## src/rtl/fns_pkg.sv

```systemverilog
// Shared constants and types for the 20-TSV Fibonacci-numeral-system (FNS) decoder.
package fns_pkg;

  localparam int FNS_NBITS = 20;
  localparam int FBLEN20   = 15;
  localparam int FNS_MAX20 = 17710;

  typedef logic [FNS_NBITS-1:0] fns_word_t;
  typedef logic [FBLEN20-1:0]   fns_data_t;

  typedef enum logic [1:0] {
    IDLE   = 2'd0,
    DECODE = 2'd1,
    OUT    = 2'd2
  } fns_dec_state_e;

endpackage

```

## src/rtl/fns_ft_check.sv

```systemverilog
// Combinational forbidden-transition checker for an FTF-coded TSV word.
// Flags any even-j 0->1 or odd-j 1->0 pair between bits j and j+1.
module fns_ft_check #(
  parameter int NBITS = 20
) (
  input  logic [NBITS-1:0] i_word,
  output logic             o_ft_err
);

  always_comb begin
    // NOTE: default assignment first so no path leaves o_ft_err unassigned (no latch).
    o_ft_err = 1'b0;
    for (int j = 0; j < NBITS - 1; j++) begin
      if ((j % 2) == 0) o_ft_err = o_ft_err | (~i_word[j] &  i_word[j+1]);
      else              o_ft_err = o_ft_err | ( i_word[j] & ~i_word[j+1]);
    end
  end

endmodule

```

## src/rtl/fns_serial_dec_20.sv

```systemverilog
// Bit-serial FNS-to-binary decoder for the 20-TSV FTF bus, with valid/ready on both sides.
// Define FNS_FT_CHECK_EN to build the forbidden-transition checker and saturating error counter.
module fns_serial_dec_20
  import fns_pkg::*;
#(
  parameter int NBITS = FNS_NBITS,
  parameter int OUTW  = FBLEN20,
  parameter int ERRW  = 16
) (
  input  logic             clock,
  input  logic             rst_n,
  input  logic [NBITS-1:0] tsv,
  input  logic             s_valid,
  output logic             s_ready,
  output logic [OUTW-1:0]  dataout,
  output logic             ft_err,
  output logic             m_valid,
  input  logic             m_ready,
  output logic [ERRW-1:0]  err_count
);

  localparam int IW = $clog2(NBITS);

  localparam logic [1:0] S_IDLE   = IDLE;
  localparam logic [1:0] S_DECODE = DECODE;
  localparam logic [1:0] S_OUT    = OUT;

  logic [1:0]       r_state;
  logic [NBITS-1:0] r_shreg;
  logic [OUTW-1:0]  r_acc;
  logic [OUTW-1:0]  r_wa;
  logic [OUTW-1:0]  r_wb;
  logic [IW-1:0]    r_idx;
  logic             w_last;

  assign w_last  = (r_state == S_DECODE) && (r_idx == IW'(NBITS - 1));
  assign s_ready = (r_state == S_IDLE);
  assign m_valid = (r_state == S_OUT);
  assign dataout = r_acc;

  // wa walks the Fibonacci sequence so it always holds the weight of shreg[0].
  // NOTE: sequential state uses non-blocking assignments so every register sees pre-edge values.
  always_ff @(posedge clock or negedge rst_n) begin
    if (!rst_n) begin
      r_state <= S_IDLE;
      r_shreg <= '0;
      r_acc   <= '0;
      r_wa    <= OUTW'(1);
      r_wb    <= OUTW'(1);
      r_idx   <= '0;
    end else begin
      case (r_state)
        S_IDLE: begin
          if (s_valid) begin
            r_shreg <= tsv;
            r_acc   <= '0;
            r_idx   <= '0;
            r_wa    <= OUTW'(1);
            r_wb    <= OUTW'(1);
            r_state <= S_DECODE;
          end
        end
        S_DECODE: begin
          if (r_shreg[0]) r_acc <= r_acc + r_wa;
          r_shreg <= r_shreg >> 1;
          r_wa    <= r_wb;
          r_wb    <= r_wa + r_wb;
          r_idx   <= r_idx + IW'(1);
          if (w_last) r_state <= S_OUT;
        end
        S_OUT: begin
          if (m_ready) r_state <= S_IDLE;
        end
        default: r_state <= S_IDLE;
      endcase
    end
  end

`ifdef FNS_FT_CHECK_EN
  logic [NBITS-1:0] r_word;
  logic             r_ft_err;
  logic [ERRW-1:0]  r_err_count;
  logic             w_ft_err;

  fns_ft_check #(.NBITS(NBITS)) u_ft_check (
    .i_word   (r_word),
    .o_ft_err (w_ft_err)
  );

  // The unshifted word is kept so the checker sees every bit pair, not the draining shift register.
  always_ff @(posedge clock or negedge rst_n) begin
    if (!rst_n) begin
      r_word      <= '0;
      r_ft_err    <= 1'b0;
      r_err_count <= '0;
    end else begin
      if (s_ready && s_valid) r_word <= tsv;
      if (w_last) r_ft_err <= w_ft_err;
      if (m_valid && m_ready && r_ft_err && (r_err_count != {ERRW{1'b1}}))
        r_err_count <= r_err_count + ERRW'(1);
    end
  end

  assign ft_err    = r_ft_err;
  assign err_count = r_err_count;
`else
  assign ft_err    = 1'b0;
  assign err_count = '0;
`endif

endmodule
```

## config.mk

```make
export PLATFORM = sky130hd
export DESIGN_NAME = fns_serial_dec_20
export DESIGN_NICKNAME = d
export VERILOG_FILES = /design/src/rtl/fns_pkg.sv /design/src/rtl/fns_ft_check.sv /design/src/rtl/fns_serial_dec_20.sv
export SDC_FILE = /design/constraint.sdc
export NUM_CORES = 1
export LEC_CHECK = 0
export ABC_AREA = 0
export CAP_MARGIN = 0
export CORE_MARGIN = 3
export CORE_UTILIZATION = 60
export CTS_BUF_LIST = sky130_fd_sc_hd__clkbuf_4
export CTS_CLUSTER_DIAMETER = 30
export DETAILED_ROUTE_END_ITERATION = 8
export DONT_BUFFER_PORTS = 1
export GPL_TIMING_DRIVEN = 1
export PLACE_DENSITY = 0.91
export SYNTH_ARGS = -nofsm -noshare
export SYNTH_HDL_FRONTEND = slang
export SYNTH_SLANG_ARGS = --single-unit
```

## constraint.sdc

```tcl
create_clock -name clock -period 2.27 [get_ports clock]
set_clock_uncertainty 0.1 [all_clocks]
set_input_delay 0.454 -clock clock [delete_from_list [all_inputs] [get_ports clock]]
set_output_delay 0.454 -clock clock [all_outputs]
set_load 0.005 [all_outputs]
```

==> impl_metrics.tcl <==
set metrics [dict create \
    ant_nets 0 \
    regToRegStartpoint "r_wa[0]$_DFFE_PN1P_" \
    num_io_pins 58 \
    seqPwrFrac_pct 29.7 \
    ys_top_cells_by_area "dfrtp_1 (40%), ha_1 (8.4%), o21ai_0 (5.3%)" \
    grt_pass1_vias 3554 \
    die_width_microns 90.9 \
    clk_pin_slew_ps 110 \
    dpl-instance-area_sq_um 4430 \
    final_hold_viol_count 0 \
    grt_pass1_wl_microns 16700 \
    synth_area_sq_um 4330 \
    syn_area_per_cell_sq_um 9.63 \
    period_needed_ps 2390 \
    hold_start "tsv[19]" \
    viasPerCell 6.35 \
    cts_buffer_depth 2 \
    crit_path_end_kind "register" \
    switching_share_pct 44.6 \
    drc 0 \
    synth_area_leader_cell "dfrtp_1" \
    antenna_cells 0 \
    cts_sinks 72 \
    power_frac_comb_pct 59.6 \
    synth_edf_count 0 \
    htreeDepth 3 \
    power.internal_w 0.00467 \
    synth_mux_area_share_pct 0 \
    outcome "complete, but fails checks" \
    fin_ws_ps -118 \
    synth_top_family_by_area "compound AO/OA/AOI/OAI gates" \
    drive_gt1_share_pct 16.2 \
    synth_compound_area_share_pct 27.6 \
    ys_ff_latch 72 \
    start_util_pct 62.6 \
    core_area_sq_um 6910 \
    post-synth-top-count-cell "dfrtp_1" \
    port_buffers 0 \
    clkPwrFrac_pct 10.6 \
    max_stage_delay_ps 390 \
    layout.nets 515 \
    grt_overflow 0 \
    cts_buffers 9 \
    rows 30 \
    setup.worst_path.class "register to register" \
    dieArea_sq_um 8260 \
    p_switching_w 0.00375 \
    syn_inst 449 \
    antenna_found_initial 0 \
    ys.flop_type "dfrtp_1" \
    seq_area_frac_synth_pct 41.7 \
    rsz0062_at_grt "true" \
    p_per_area_nw_per_um2 1750 \
    worst_ep_arrival_time_ps 2590 \
    clock_latency_ps 420 \
    vias 3556 \
    setup_violations 5 \
    vdd_drop_max_uv 713 \
    slew_violations 0 \
    cap_viol_max_count 0 \
    gp_congestion 0.905 \
    cp_slowest_cell "dfstp_2" \
    yosys.area_share.adder_pct 9.31 \
    synthSimpleGateAreaFrac_pct 10.5 \
    cts_tree "done" \
    start_kind "register" \
    critPathLaunch "r_wa[0]$_DFFE_PN1P_" \
    root_buffer "clkbuf_4" \
    cp_max_fo 2 \
    worstPathCellList "buf_6, ha_4, fa_2, a211oi_4, o211ai_1, a41oi_2, o21ai_1, xnor2_1, nor3_1, o21bai_1" \
    synth.top_cell.area_share_pct 40.5 \
    synthXorXnorAreaFrac_pct 5.06 \
    grt_usage_pct 24.8 \
    synthArstFlopShare_pct 100 \
    place_hpwl_microns 6610 \
    dieHeight_microns 90.9 \
    area_delta_synth_final_pct 11.0 \
    wirelength_microns 10600 \
    ys_top_cells_by_count "dfrtp_1 (70), o21ai_0 (46), a21oi_1 (44)" \
    dr.pass1.iters 5 \
    synth_warnings 0 \
    stdcell_area_sq_um 4800 \
    fin_tns_setup_ps -356 \
    hold_class "primary input to register" \
    fin_crit_sh_pct 105 \
    violations "negative setup slack" \
    max_slew_margin_pct 57.1 \
    tightest_slew_ps 642 \
    wire_per_inst_microns 18.9 \
    timing.fmax_ghz 0.419 \
    grt_max_degree 73 \
    dr.first_iter.drc_count 365 \
    p_leak_nw 2.11 \
    post_synth_num_cell_types 51 \
    critical_path_required_ps 2470 \
]
[state kept, by name (all words and copies together), names as in the netlist]
| name | count |
|---|---|
| r_wb | 15 |
| dataout | 15 |
| r_idx | 5 |
| r_shreg | 20 |
| r_state | 2 |
| r_wa | 15 |
[worst paths after layout]
path,endpoint,slack (ps),cells after the start
max,dataout[14]$_DFFE_PN0P_,-120,10
min,r_shreg[19]$_DFFE_PN0P_,70,1
max reg2reg,dataout[14]$_DFFE_PN0P_,-120,10
min reg2reg,r_idx[4]$_DFFE_PN0P_,410,1
max in group asynchronous,r_wb[0]$_DFFE_PN1P_,1270,2
min in group asynchronous,dataout[12]$_DFFE_PN0P_,460,2
[placed cells by master (no fill, tap or decap), types with 4 or more instances in the layout]
cell,synthesis,final
a21oi_2,2,9
conb_1,1,17
nor2b_1,24,23
a22oi_1,19,19
o21ai_1,12,16
o21bai_1,6,6
a22o_1,22,22
a21o_1,7,7
nand3_1,4,4
o21a_1,8,8
ha_1,29,23
nor2_1,12,11
o21ai_0,46,40
dfrtp_1,70,69
clkbuf_4,0,10
ha_4,0,4
xor2_1,12,12
buf_4,17,19
nand2_1,33,33
a21oi_1,44,34
xnor2_1,13,13
inv_1,7,7
[power groups by stage]
stage | logic (W) | clock network [W] | registers (W)
CTS | 0.00444 | 0.000898 | 0.00244
global placement | 0.00399 | 0 | 0.00241
detailed placement | 0.00426 | 0 | 0.00246
global route | 0.00554 | 0.000970 | 0.00257
finish | 0.00502 | 0.000896 | 0.00250
floorplan | 0.00334 | 0 | 0.00230
[metal layers]
metal	share of wire [%]	routed length, microns	GRT usage, %	up-vias
met2	52	5480	42.1	144
met3	5.4	569	4.83	34
li1	-	-	-	1618
met1	40	4240	30.9	1760
met4	3.0	316	10.3	0
met5	0	0	0	-
[area by class of cell]
type | count | area (sq um)
Inverter | 7 | 26.3
Tap cell | 96 | 120
Clock buffer | 10 | 75.1
Fill cell | 463 | 2110
Clock inverter | 5 | 72.6
Sequential cell | 72 | 1810
Timing Repair Buffer | 23 | 203
Multi-Input combinational cell | 347 | 2500
[critical path: cells and delay by family (launching register included)]
family	cells	cell delay, ps
AOI/OAI and AO/OA	5	860
adders and majority gates	2	530
DFF	1	390
xor gates and xnor gates	1	220
buffers and inverters	1	110
and+or+nand+nor	1	70
[kinds of logic (layout without fill, tap and decap cells)]
logic type,after synthesis,count (layout)
buffers and inverters,46,45
XOR/XNOR,25,25
AO/OA/AOI/OAI,184,184
adder cells (fa/ha/maj),31,31
other,1,17
flip-flops,72,72
AND/OR/NAND/NOR,90,90
[metrics by stage]
step	setup WS, ps	hold slack, ps	cells	util (%)	total power [W]
floorplan	-9.89	58.4	465	-	0.00564
global placement	-66.8	59.8	541	64.2	0.00640
detailed placement	-178	59.9	541	64.2	0.00672
CTS	-101	53.8	560	67.7	0.00778
global route	-240	40.1	560	69.5	0.00908
finish	-118	66.6	560	69.5	0.00842
[what timing repair did]
| action | in CTS | in global routing |
|---|---|---|
| setup endpoints to repair | 6 | 17 |
| hold endpoints to repair | 72 | 0 |
| hold buffers | 2 | 0 |
| pin swaps | 16 | 21 |
| gates resized for setup | 9 | 27 |
| setup buffers | 2 | 2 |
No activity file was read; power rests on OpenSTA's default activity.
